### src/rtl/fetch_stage_q.sv
// Instruction-fetch stage: PC generation, decoupled IMEM requests and an in-order prefetch buffer.
// Optional macro FETCH_MISALIGN_TRAP_EN adds the fetch_misalign trap output.
module fetch_stage_q #(
   parameter int              XLEN     = 32,
   parameter int              DEPTH    = 4,
   parameter logic [XLEN-1:0] RESET_PC = '0
) (
   input  logic            clk,
   input  logic            rst,
   input  logic            redirect_valid,
   input  logic [XLEN-1:0] redirect_pc,
   output logic            imem_req_valid,
   input  logic            imem_req_ready,
   output logic [XLEN-1:0] imem_req_addr,
   input  logic            imem_rsp_valid,
   input  logic [31:0]     imem_rsp_data,
   output logic            instr_valid,
   input  logic            instr_ready,
   output logic [31:0]     instr,
   output logic [XLEN-1:0] instr_pc,
   output logic [XLEN-1:0] instr_pc_plus4
`ifdef FETCH_MISALIGN_TRAP_EN
   ,
   output logic            fetch_misalign
`endif
);

   localparam int PTRW = $clog2(DEPTH);
   localparam int CNTW = PTRW + 1;
   localparam logic [CNTW-1:0] DEPTH_C = CNTW'(DEPTH);

   logic [XLEN-1:0] fetchPc;
   logic [PTRW-1:0] allocPtr;
   logic [PTRW-1:0] fillPtr;
   logic [PTRW-1:0] headPtr;
   logic [CNTW-1:0] count;
   logic [CNTW-1:0] dropCnt;
   logic [CNTW-1:0] unfilledCnt;

   logic [XLEN-1:0] pcMem     [DEPTH];
   logic [31:0]     instrMem  [DEPTH];
   logic            filledMem [DEPTH];

   logic [XLEN-1:0] redirTarget;
   logic            trapHold;
   logic            reqFire;
   logic            rspFill;
   logic            rspDrop;
   logic            pop;

`ifdef FETCH_MISALIGN_TRAP_EN
   logic misalignReg;

   assign redirTarget    = redirect_pc;
   assign trapHold       = misalignReg;
   assign fetch_misalign = misalignReg;

   always_ff @(posedge clk) begin
      if (rst) begin
         misalignReg <= 1'b0;
      end else if (redirect_valid) begin
         misalignReg <= (redirect_pc[1:0] != 2'b00);
      end
   end
`else
   assign redirTarget = redirect_pc & ~XLEN'(3);
   assign trapHold    = 1'b0;
`endif

   assign imem_req_valid = !rst && (count < DEPTH_C) && !redirect_valid && !trapHold;
   assign imem_req_addr  = fetchPc;
   assign reqFire        = imem_req_valid && imem_req_ready;

   // Responses arriving in a redirect cycle are accounted for in the new drop count instead.
   assign rspFill = !rst && imem_rsp_valid && (dropCnt == '0) && !redirect_valid;
   assign rspDrop = imem_rsp_valid && (dropCnt != '0);

   assign instr_valid    = !rst && (count != '0) && filledMem[headPtr];
   assign pop            = instr_valid && instr_ready;
   assign instr          = rst ? 32'h0 : instrMem[headPtr];
   assign instr_pc       = rst ? '0 : pcMem[headPtr];
   assign instr_pc_plus4 = rst ? '0 : pcMem[headPtr] + XLEN'(4);

   always_ff @(posedge clk) begin
      if (rst) begin
         fetchPc     <= RESET_PC;
         allocPtr    <= '0;
         fillPtr     <= '0;
         headPtr     <= '0;
         count       <= '0;
         dropCnt     <= '0;
         unfilledCnt <= '0;
      end else if (redirect_valid) begin
         fetchPc     <= redirTarget;
         allocPtr    <= '0;
         fillPtr     <= '0;
         headPtr     <= '0;
         count       <= '0;
         unfilledCnt <= '0;
         // Outstanding IMEM traffic is assumed bounded so this stays within DEPTH.
         dropCnt     <= dropCnt + unfilledCnt - CNTW'(imem_rsp_valid);
      end else begin
         if (reqFire) begin
            allocPtr <= allocPtr + PTRW'(1);
            fetchPc  <= fetchPc + XLEN'(4);
         end
         if (rspFill) begin
            fillPtr <= fillPtr + PTRW'(1);
         end
         if (rspDrop) begin
            dropCnt <= dropCnt - CNTW'(1);
         end
         if (pop) begin
            headPtr <= headPtr + PTRW'(1);
         end
         count       <= count + CNTW'(reqFire) - CNTW'(pop);
         unfilledCnt <= unfilledCnt + CNTW'(reqFire) - CNTW'(rspFill);
      end
   end

   genvar gi;
   generate
      for (gi = 0; gi < DEPTH; gi++) begin : gEntry
         logic [XLEN-1:0] pcR;
         logic [31:0]     instrR;
         logic            filledR;

         always_ff @(posedge clk) begin
            if (rst) begin
               pcR     <= '0;
               instrR  <= '0;
               filledR <= 1'b0;
            end else if (redirect_valid) begin
               filledR <= 1'b0;
            end else begin
               if (reqFire && (allocPtr == PTRW'(gi))) begin
                  pcR     <= fetchPc;
                  filledR <= 1'b0;
               end
               if (rspFill && (fillPtr == PTRW'(gi))) begin
                  instrR  <= imem_rsp_data;
                  filledR <= 1'b1;
               end
            end
         end

         assign pcMem[gi]     = pcR;
         assign instrMem[gi]  = instrR;
         assign filledMem[gi] = filledR;
      end
   endgenerate

endmodule

### config.mk
export PLATFORM = sky130hd
export DESIGN_NAME = fetch_stage_q
export DESIGN_NICKNAME = d
export VERILOG_FILES = /design/src/rtl/fetch_stage_q.sv
export SDC_FILE = /design/constraint.sdc
export NUM_CORES = 1
export LEC_CHECK = 0
export CORE_MARGIN = 2
export CORE_UTILIZATION = 61
export CTS_BUF_LIST = sky130_fd_sc_hd__clkbuf_8
export CTS_CLUSTER_SIZE = 8
export DETAILED_ROUTE_END_ITERATION = 12
export PLACE_DENSITY_LB_ADDON = 0.3
export SYNTH_ARGS = -nofsm -noshare
export SYNTH_HDL_FRONTEND = slang
export SYNTH_SLANG_ARGS = --single-unit
### constraint.sdc
create_clock -name clk -period 6.99 [get_ports clk]
set_input_delay 1.0485 -clock clk [delete_from_list [all_inputs] [get_ports clk]]
set_output_delay 1.0485 -clock clk [all_outputs]
set_load 0.03 [all_outputs]
==> results.toml <==
[sta]
finalCritPeriodShare_pct = 78.7
slew_headroom_pct = 33.5
fin_crit_ns = 5.50
setup_tns_ns = 0
drv_slew = 0
hold_viol = 0
clock_skew_ns = 0.0217
tightest_slew_ns = 0.998
rsz0062_at_grt = "no"
max_freq_ghz = 0.182
setup_viol = 0

[worst_hold_path]
hold_start = "gEntry[0].pcR[8]$_SDFFE_PP0P_"
min_path_cells = 2
holdCritPathClass = "reg2reg"

[final_layout]
drive_above_1_share_pct = 7.91
area_delta_synth_final_pct = 19.3
diodes = 0
fillCellCount = 1652
nets = 1922
final_area_sq_mm = 0.0168

[grt]
grt_antenna_before_repair = 0
grt.total_usage_pct = 31.4
grt_pass1_wl_um = 61000
grt_overflow = 0
grt_pass1_vias = 12283
grt_max_degree = 165

[worst_setup_path]
crit_fanout = 40
slowest_stage = "buf_4"
end_kind = "output pin"
required_ns = 5.94
cp.depth = 7
reg2reg_from = "headPtr[0]$_SDFFE_PP0P_"
cp_top_family = "buffers and inverters"
crit_path_max_incr_delay_ns = 0.72
crit_type = "reg2out"
worstPathArrival_ns = 4.45
cp-start-kind = "flip-flop"
cp_num_buf_inv = 2
crit_chain = "buf_4, mux4_2, nand4_1, nand3b_1, nor4_1, mux2_2, clkdlybuf4s50_1"
critical_path.startpoint = "headPtr[0]$_SDFFE_PP0P_"
reg2reg_depth = 10

[floorplanning]
start_util_pct = 62.1
die_area_sq_mm = 0.0243
rows = 55
die_w_um = 156
core-area_sq_mm = 0.0226
io_pins = 200
die_y_um = 156

[clock_tree]
clock-sinks = 297
clkSlewWorstSetupHoldPaths_ns = 0.06
cts_hold_buf = 0
cts_buffers = 48
clk_latency_ns = 0.57
cts_setup_buffers = 0
htreeDepth = 2
post_cts_resize_count = 0
root_buffer = "clkbuf_8"
cts_tree = "built"
cts.path.max_buffers = 3

[route]
drc = 0
wl_met3_um = 3920
first_iter_violations = 1066
antenna_left = 0
via_per_inst = 5.87
firstDrtPassIters = 5
routedWlPerCell_um = 18.1
routed_wirelength_um = 38900
dr.max_layer_used = "met4"
vias = 12594
drt-met1-wl_um = 14800
dr_wl_met2_um = 19000

[power_and_ir_drop]
power.density_mw_per_mm2 = 209
p_leak_nw = 5.56
finalPower_mw = 3.50
peakVddDrop_mv = 0.117

[flow_run]
maxCapViolations = 0

[synth]
synth_ff_type = "dfxtp_1"
synth_edf_count = 0
yosys_warnings = 0
synthCells = 1715
ys_seq_elements = 297
seq_area_frac_synth_pct = 42.3
syn_area_sq_mm = 0.0140
async_flop_share_pct = 0
syn_avg_cell_area_sq_um = 8.19
yosysUniqueCellTypes = 49

[placement]
place_area_sq_mm = 0.0159
gp_congestion = 0.828
port-buffer-count = 191
place_hpwl_um = 24700

[outcome]
status = "completed"
-- sequential cells by signal, summed over array words and instances, names as in the netlist --
| register | cells |
|---|---|
| headPtr | 2 |
| dropCnt | 3 |
| allocPtr | 2 |
| gEntry.filledR | 4 |
| unfilledCnt | 3 |
| fillPtr | 2 |
| count | 3 |
| gEntry.pcR | 120 |
| imem_req_addr | 30 |
| gEntry.instrR | 128 |
-- area by class of cell --
class	count	area (sq um)	share of cell area [%]
Inverter	27	101	0.605
Tap cell	285	357	2.13
Timing Repair Buffer	214	2100	12.5
Multi-Input combinational cell	1242	7370	44.0
Sequential cell	297	5950	35.5
Clock inverter	22	91.3	0.545
Clock buffer	57	785	4.68
-- worst reg2reg max path: stages (launching register included) --
cell and delay (ns):
dfxtp_4 0.68, buf_4 0.73, mux4_2 0.63, and4bb_2 0.27, ha_1 0.29, inv_1 0.05
ha_1 0.19, fa_1 0.39, xnor2_1 0.19, xnor2_1 0.14, nor2_1 0.06
-- through the flow --
step / util [%] / setup slack [ns] / hold slack [ns] / instances
6_report: 74.0 / 1.49 / 0.450 / 2144
5_1_grt: 74.0 / 1.37 / 0.463 / 2144
4_1_cts: 74.0 / 1.51 / 0.451 / 2144
3_5_place_dp: 70.1 / 2.19 / 0.444 / 2065
3_3_place_gp: 70.1 / 2.20 / 0.437 / 2065
2_1_floorplan: - / 3.43 / 0.432 / 1720
-- synth_stat cells (7+ instances only) --
cell type / n / area share, %
nand2_1: 541 / 14
dfxtp_1: 297 / 42
a21oi_1: 266 / 9.5
clkbuf_1: 122 / 3.3
nor2_1: 67 / 1.8
nor2b_1: 61 / 2.7
mux4_2: 50 / 8.0
xnor2_1: 43 / 2.7
inv_1: 26 / 0.69
a211oi_1: 20 / 1.1
nand3_1: 20 / 0.71
ha_1: 19 / 1.7
nor3_1: 19 / 0.68
buf_2: 16 / 0.57
o21ai_0: 14 / 0.50
mux4_1: 13 / 2.4
nand4_1: 13 / 0.58
and2_1: 12 / 0.53
nor4_1: 12 / 0.53
or3_1: 9 / 0.40
and4_1: 8 / 0.50
buf_4: 7 / 0.37
-- where the power goes --
group | switching [mW] | internal [mW] | total (mW) | leakage [nW]
logic | 0.196 | 0.144 | 0.340 | 2.64
clock network | 0.660 | 0.730 | 1.39 | 0.521
registers | 0.0425 | 1.73 | 1.77 | 2.40
-- cells in the final DEF (no fill, tap or decap), types with 6 or more instances in the layout --
cell	instances
xnor2_1	43
nor2_1	67
ha_1	19
conb_1	6
clkbuf_8	57
a21oi_1	266
nand2_1	541
clkdlybuf4s50_1	190
mux4_1	13
inv_1	46
nor2b_1	61
buf_4	22
and2_1	12
mux2_2	6
mux4_2	50
and4_1	8
a211oi_1	20
nor4_1	12
or3_1	9
nand3_1	20
nor3_1	19
o21ai_0	14
dfxtp_1	295
nand4_1	13
-- kinds of logic after synthesis --
group / Yosys count / synth area share (%)
xor+xnor: 47 / 2.93
compound gates: 308 / 11.5
simple gates: 784 / 24.3
flops: 297 / 42.3
buf+inv: 181 / 5.39
other cells: 1 / 0.0267
mux: 75 / 11.4
fa+ha+maj: 22 / 2.12
-- metal layers --
layer	vias to the layer above	GRT usage, %
met2	644	54.4
met1	5881	38.5
met5	-	0
li1	5976	-
met4	0	13.0
met3	93	5.94
-- final timing paths --
check / slack (ns) / to
hold reg to reg: 0.45 / gEntry[0].pcR[8]$_SDFFE_PP0P_
hold / removal: 0.45 / gEntry[0].pcR[8]$_SDFFE_PP0P_
setup reg to reg: 3.26 / count[2]$_SDFF_PP0_
setup / recovery: 1.49 / instr_pc_plus4[30]
Power figures use the tool's default switching activity.
==> RTL change 1, RTL diff (same flow settings) <==
Set the parameter `DEPTH` to 8 (it was 4).
--- a/src/rtl/fetch_stage_q.sv
+++ b/src/rtl/fetch_stage_q.sv
@@ -4,3 +4,3 @@
    parameter int              XLEN     = 32,
-   parameter int              DEPTH    = 4,
+   parameter int              DEPTH    = 8,
    parameter logic [XLEN-1:0] RESET_PC = '0
Formal check against the unedited RTL: no difference found for any inputs over 4 cycles, from zero or initial values and one cycle with rst high; that may be too few to reach the edited logic, so the function may still have changed.
==> RTL change 1 against the original RTL <==
  * Largest cell class unchanged
  * Fmax down 14%
  * Register-to-register slack worse by 0.83 ns
  * Final area up 72%
  * Sequential cell count up 258
  * First-iteration DRC count up 110%
  * Combinational power up 32%
  * Area after synthesis up 82%
  * Total power up 81%
  * Setup slack worse by 0.87 ns
  * Routed wire length up 88%
  * Die area up 80%
  * Count of clock-buffer cells in the layout up 46
==> RTL change 1: results (changes against the original RTL) <==
* Mapped Avg Cell Area at 8.09 um2 (-1.3%)
* Nets at 3,289 (+71%)
* Cell total after placement at 3,631 (+76%)
* Least-Margin Pin Slew at 1.27 ns (+0.276 ns)
* Worst Hold End: gEntry[7].instrR[16]$_SDFFE_PP0P_
* DR iter-0 viols at 2,225 (+110%)
* Netlist cell types at 65 (+33%)
* Crit path arrival time at 5.32 ns (+0.87 ns)
* Routed via count at 22,700 (+80%)
* Hold Crit Start: gEntry[7].instrR[16]$_SDFFE_PP0P_
* Vias in the first global route at 22,400 (+82%)
* Placed standard-cell area at 27,100 um2 (+71%)
* Max reg flops at 256 (+100%)
* Fraction of layout cells with a size suffix above 1 at 8.54% (+0.64 points)
* Non-Filler Instances at 3,783 (+76%)
* Largest net degree at the start of global routing at 186 (+13%)
* Number of synthesized flops with an enable pin at 0 (unchanged)
* R2R Setup Slk at 2.43 ns (-0.83 ns)
* Register area share after synthesis at 43.4% (+1.1 points)
* Synth cell count leaders: 1,047 x nand2_1, 555 x dfxtp_1, 535 x a21oi_1, 217 x clkbuf_1, 158 x nor2_1
* Top cells by area, synth: dfxtp_1 43%, nand2_1 15%, a21oi_1 10%, mux4_2 7.6%, mux2i_1 4.9%
* Cts bufs inserted at 90 (+88%)
* H-tree depth at 3 (+1)
* Final hold slack at 0.453 ns (+0.00323 ns)
* Routability Congestion at 0.858 (+3.6%)
* First-pass GRT wire length at 114,000 um (+87%)
* Status: finished, final reports clean
* Leak at 9.39 nW (+69%)
* Crit-path max FO at 56 (+40%)
* Clock Skews at 0.0368 ns (+0.0150 ns)
* Critical register-to-register path startpoint: headPtr[0]$_SDFFE_PP0P_
* Clk Latency, worst-skew pair at 0.68 ns (+0.11 ns)
* Pint at 4.71 mW (+81%)
* Initial antenna violation count at 5 (+5)
* DP Worst Slack at 1.38 ns (-0.806 ns)
* Initial DRT Pass Iterations at 6 (+1)
* DR WL/cell at 19.3 um (+6.5%)
* Worst vdd ir at 0.169 mV (+45%)
* Total track usage at 32.6% (+1.2 points)
* Worst R2R Path Depth at 12 (+2)
* Hpwl dp at 43,400 um (+75%)
-- RTL change 1: cell count changes after synthesis, moves of 91 or more --
cell,before,now
nand2_1,541,1047
a21oi_1,266,535
dfxtp_1,297,555
mux2i_1,3,126
clkbuf_1,122,217
nor2_1,67,158
-- RTL change 1: worst max-delay path, cell delays in order (launching register included) --
cell and delay, ns:
dfxtp_4 1.05, buf_4 0.44, mux2i_1 0.12, a22oi_1 0.20
nand2_1 0.27, nor4_2 0.46, nand4_1 0.60, or4_1 0.62
o21ai_1 0.15, clkdlybuf4s50_1 0.69
-- RTL change 1: cell families (layout without fill, tap and decap cells) --
group | after synthesis | in the layout | synth area share [%]
AO/OA/AOI/OAI | 624 | 624 | 12.9
XOR/XNOR | 43 | 43 | 1.47
adder cells (fa/ha/maj) | 35 | 35 | 1.80
buffers and inverters | 341 | 415 | 6.03
flip-flops | 555 | 555 | 43.4
multiplexers | 222 | 222 | 13.0
other | 1 | 8 | 0.0147
AND/OR/NAND/NOR | 1342 | 1342 | 21.3
-- RTL change 1: power by group through the flow --
| stage | clock, mW | sequential (mW) | combinational [mW] |
|---|---|---|---|
| 6_report | 2.63 | 3.26 | 0.450 |
| 5_1_grt | 2.78 | 3.27 | 0.485 |
| 4_1_cts | 2.64 | 3.26 | 0.446 |
| 3_5_place_dp | 0 | 3.33 | 0.444 |
| 3_3_place_gp | 0 | 3.32 | 0.428 |
| 2_1_floorplan | 0 | 3.31 | 0.317 |
-- RTL change 1: layer usage --
| metal | up-vias | global-route usage, % | part of all wire [%] |
|---|---|---|---|
| li1 | 10600 | - | - |
| met1 | 10800 | 38.2 | 37 |
| met2 | 1122 | 55.8 | 49 |
| met3 | 260 | 6.70 | 9.4 |
| met5 | - | 0 | 0.036 |
| met4 | 4 | 18.6 | 4.6 |
-- RTL change 1: how the worst max path moves through the flow --
| stage | start | cells after the start | to | slack, ns |
|---|---|---|---|---|
| final | headPtr[0]$_SDFFE_PP0P_ | 9 | instr_pc_plus4[31] | 0.62 |
| after global placement | headPtr[0]$_SDFFE_PP0P_ | 9 | instr_pc_plus4[31] | 1.38 |
| after CTS | headPtr[0]$_SDFFE_PP0P_ | 9 | instr_pc_plus4[31] | 0.67 |
| after detailed placement | headPtr[0]$_SDFFE_PP0P_ | 9 | instr_pc_plus4[31] | 1.38 |
| after floorplan | headPtr[0]$_SDFFE_PP0P_ | 13 | instr_pc_plus4[18] | 2.91 |
| after global routing | headPtr[0]$_SDFFE_PP0P_ | 9 | instr_pc_plus4[31] | 0.40 |
-- RTL change 1: layout make-up --
class | count | area [um2]
inverters | 40 | 150
clock buffers | 103 | 1420
fillers | 3298 | 12900
clock inverters | 47 | 226
repair buffers | 225 | 2180
multi-input cells | 2272 | 13000
well taps | 539 | 674
flip-flops and latches | 555 | 11100
diodes | 2 | 5.00
==> RTL change 2, RTL diff (same settings) <==
Made on the original files. Add a define of `FETCH_MISALIGN_TRAP_EN`.
--- a/src/rtl/fetch_stage_q.sv
+++ b/src/rtl/fetch_stage_q.sv
@@ -2,2 +2,4 @@
 // Optional macro FETCH_MISALIGN_TRAP_EN adds the fetch_misalign trap output.
+`define FETCH_MISALIGN_TRAP_EN
+
 module fetch_stage_q #(
Function (old outputs only; new: fetch_misalign): changed (Yosys sat finds a counterexample within 4 cycles, from zero or initial values and one cycle with rst high).
==> RTL change 2 against the original RTL <==
  * Area after synthesis grew 3.7%
  * Total power grew 5.0%
  * Sequential cell count grew 11
  * Fmax grew 0.82%
  * Final cell count grew 5.2%
  * Routed wire length grew 5.0%
  * Largest cell class unchanged
  * Die area grew 3.6%
  * Final area grew 4.3%
  * Largest power group unchanged
  * Setup slack gained 0.045 ns
  * Core utilization grew 0.46 points
==> RTL change 2: results (changes against the original RTL) <==
* Synth cell count leaders: 581 x nand2_1, 308 x dfxtp_1, 275 x a21oi_1, 131 x clkbuf_1, 67 x and2_1
* Status: finished, final reports clean
* Hpwl dp at 25,800 um (+4.4%)
* Mapped Avg Cell Area at 8.17 um2 (-0.26%)
* Switching share of power at 25.4% (-0.28 points)
* Routability Congestion at 0.878 (+6.0%)
* Nonclk buf count at 219 (+2.3%)
* Register area share after synthesis at 42.3% (about the same)
* Placed standard-cell area at 16,500 um2 (+3.9%)
* Routed via count at 13,400 (+6.8%)
* Multi-input comb cells at 1,292 (+4.0%)
* Final clock-cell share at 5.62% (+0.39 points)
* Largest delay share family, worst path: simple AND/OR/NAND/NOR gates
* Crit path capture: instr_pc_plus4[27]
* Nets at 1,993 (+3.7%)
* Hold Crit Start: gEntry[2].pcR[23]$_SDFFE_PP0P_
* Logic inverters at 30 (+11%)
* Crit-path max FO at 42 (+5.0%)
* Power Density at 210 nW/um2 (+0.68%)
* Worst Hold End: gEntry[2].pcR[23]$_SDFFE_PP0P_
* CLK BUF at 64 (+12%)
* Initial DRT Pass Iterations at 6 (+1)
* DP Worst Slack at 2.19 ns (+0.00683 ns)
* Antenna cell count at 1 (+1)
* Least-Margin Pin Slew at 1.23 ns (+0.233 ns)
* Clock Skews at 0.0163 ns (-0.00539 ns)
* Top cells by area, synth: dfxtp_1 42%, nand2_1 15%, a21oi_1 9.4%, mux4_2 6.6%, mux4_1 4.0%
* Largest net degree at the start of global routing at 155 (-6.1%)
* Leak at 5.89 nW (+5.8%)
* Worst vdd ir at 0.128 mV (+9.5%)
* CP max-delay cell: dfxtp_2
RTL change 2: changes by cell type after synthesis, sizes merged, moves of 10 or more:
cell    delta
and2      +55
nand2     +40
a211oi    -18
a31oi     +14
buf       -10
dfxtp     +11
xnor2     -24
nor2b     -59
o211ai    +11
RTL change 2: per-stage QoR:
step                      std cells  hold WS (ns)  power (mW)
final                          2256         0.449        3.68
after global routing           2255         0.469        3.80
after CTS                      2255         0.451        3.69
after detailed placement       2168         0.443        2.19
after global placement         2168         0.437        2.18
after floorplan                1783         0.432        2.05
RTL change 2: cell families after synthesis:
group / count (synthesis) / share of synthesized area [%]
fa+ha+maj: 22 / 2.04
flops: 308 / 42.3
simple gates: 822 / 24.7
compound gates: 344 / 12.7
mux: 80 / 11.7
xor+xnor: 24 / 1.44
buf+inv: 183 / 5.08
RTL change 2: metal layers:
metal  part of all wire (%)  vias up  track usage [%]
met1                     39     6408             39.5
met4                    3.4        0             14.6
met5                      0        -                0
met2                     50      640             55.3
met3                    8.3      105             5.74
li1                       -     6294                -
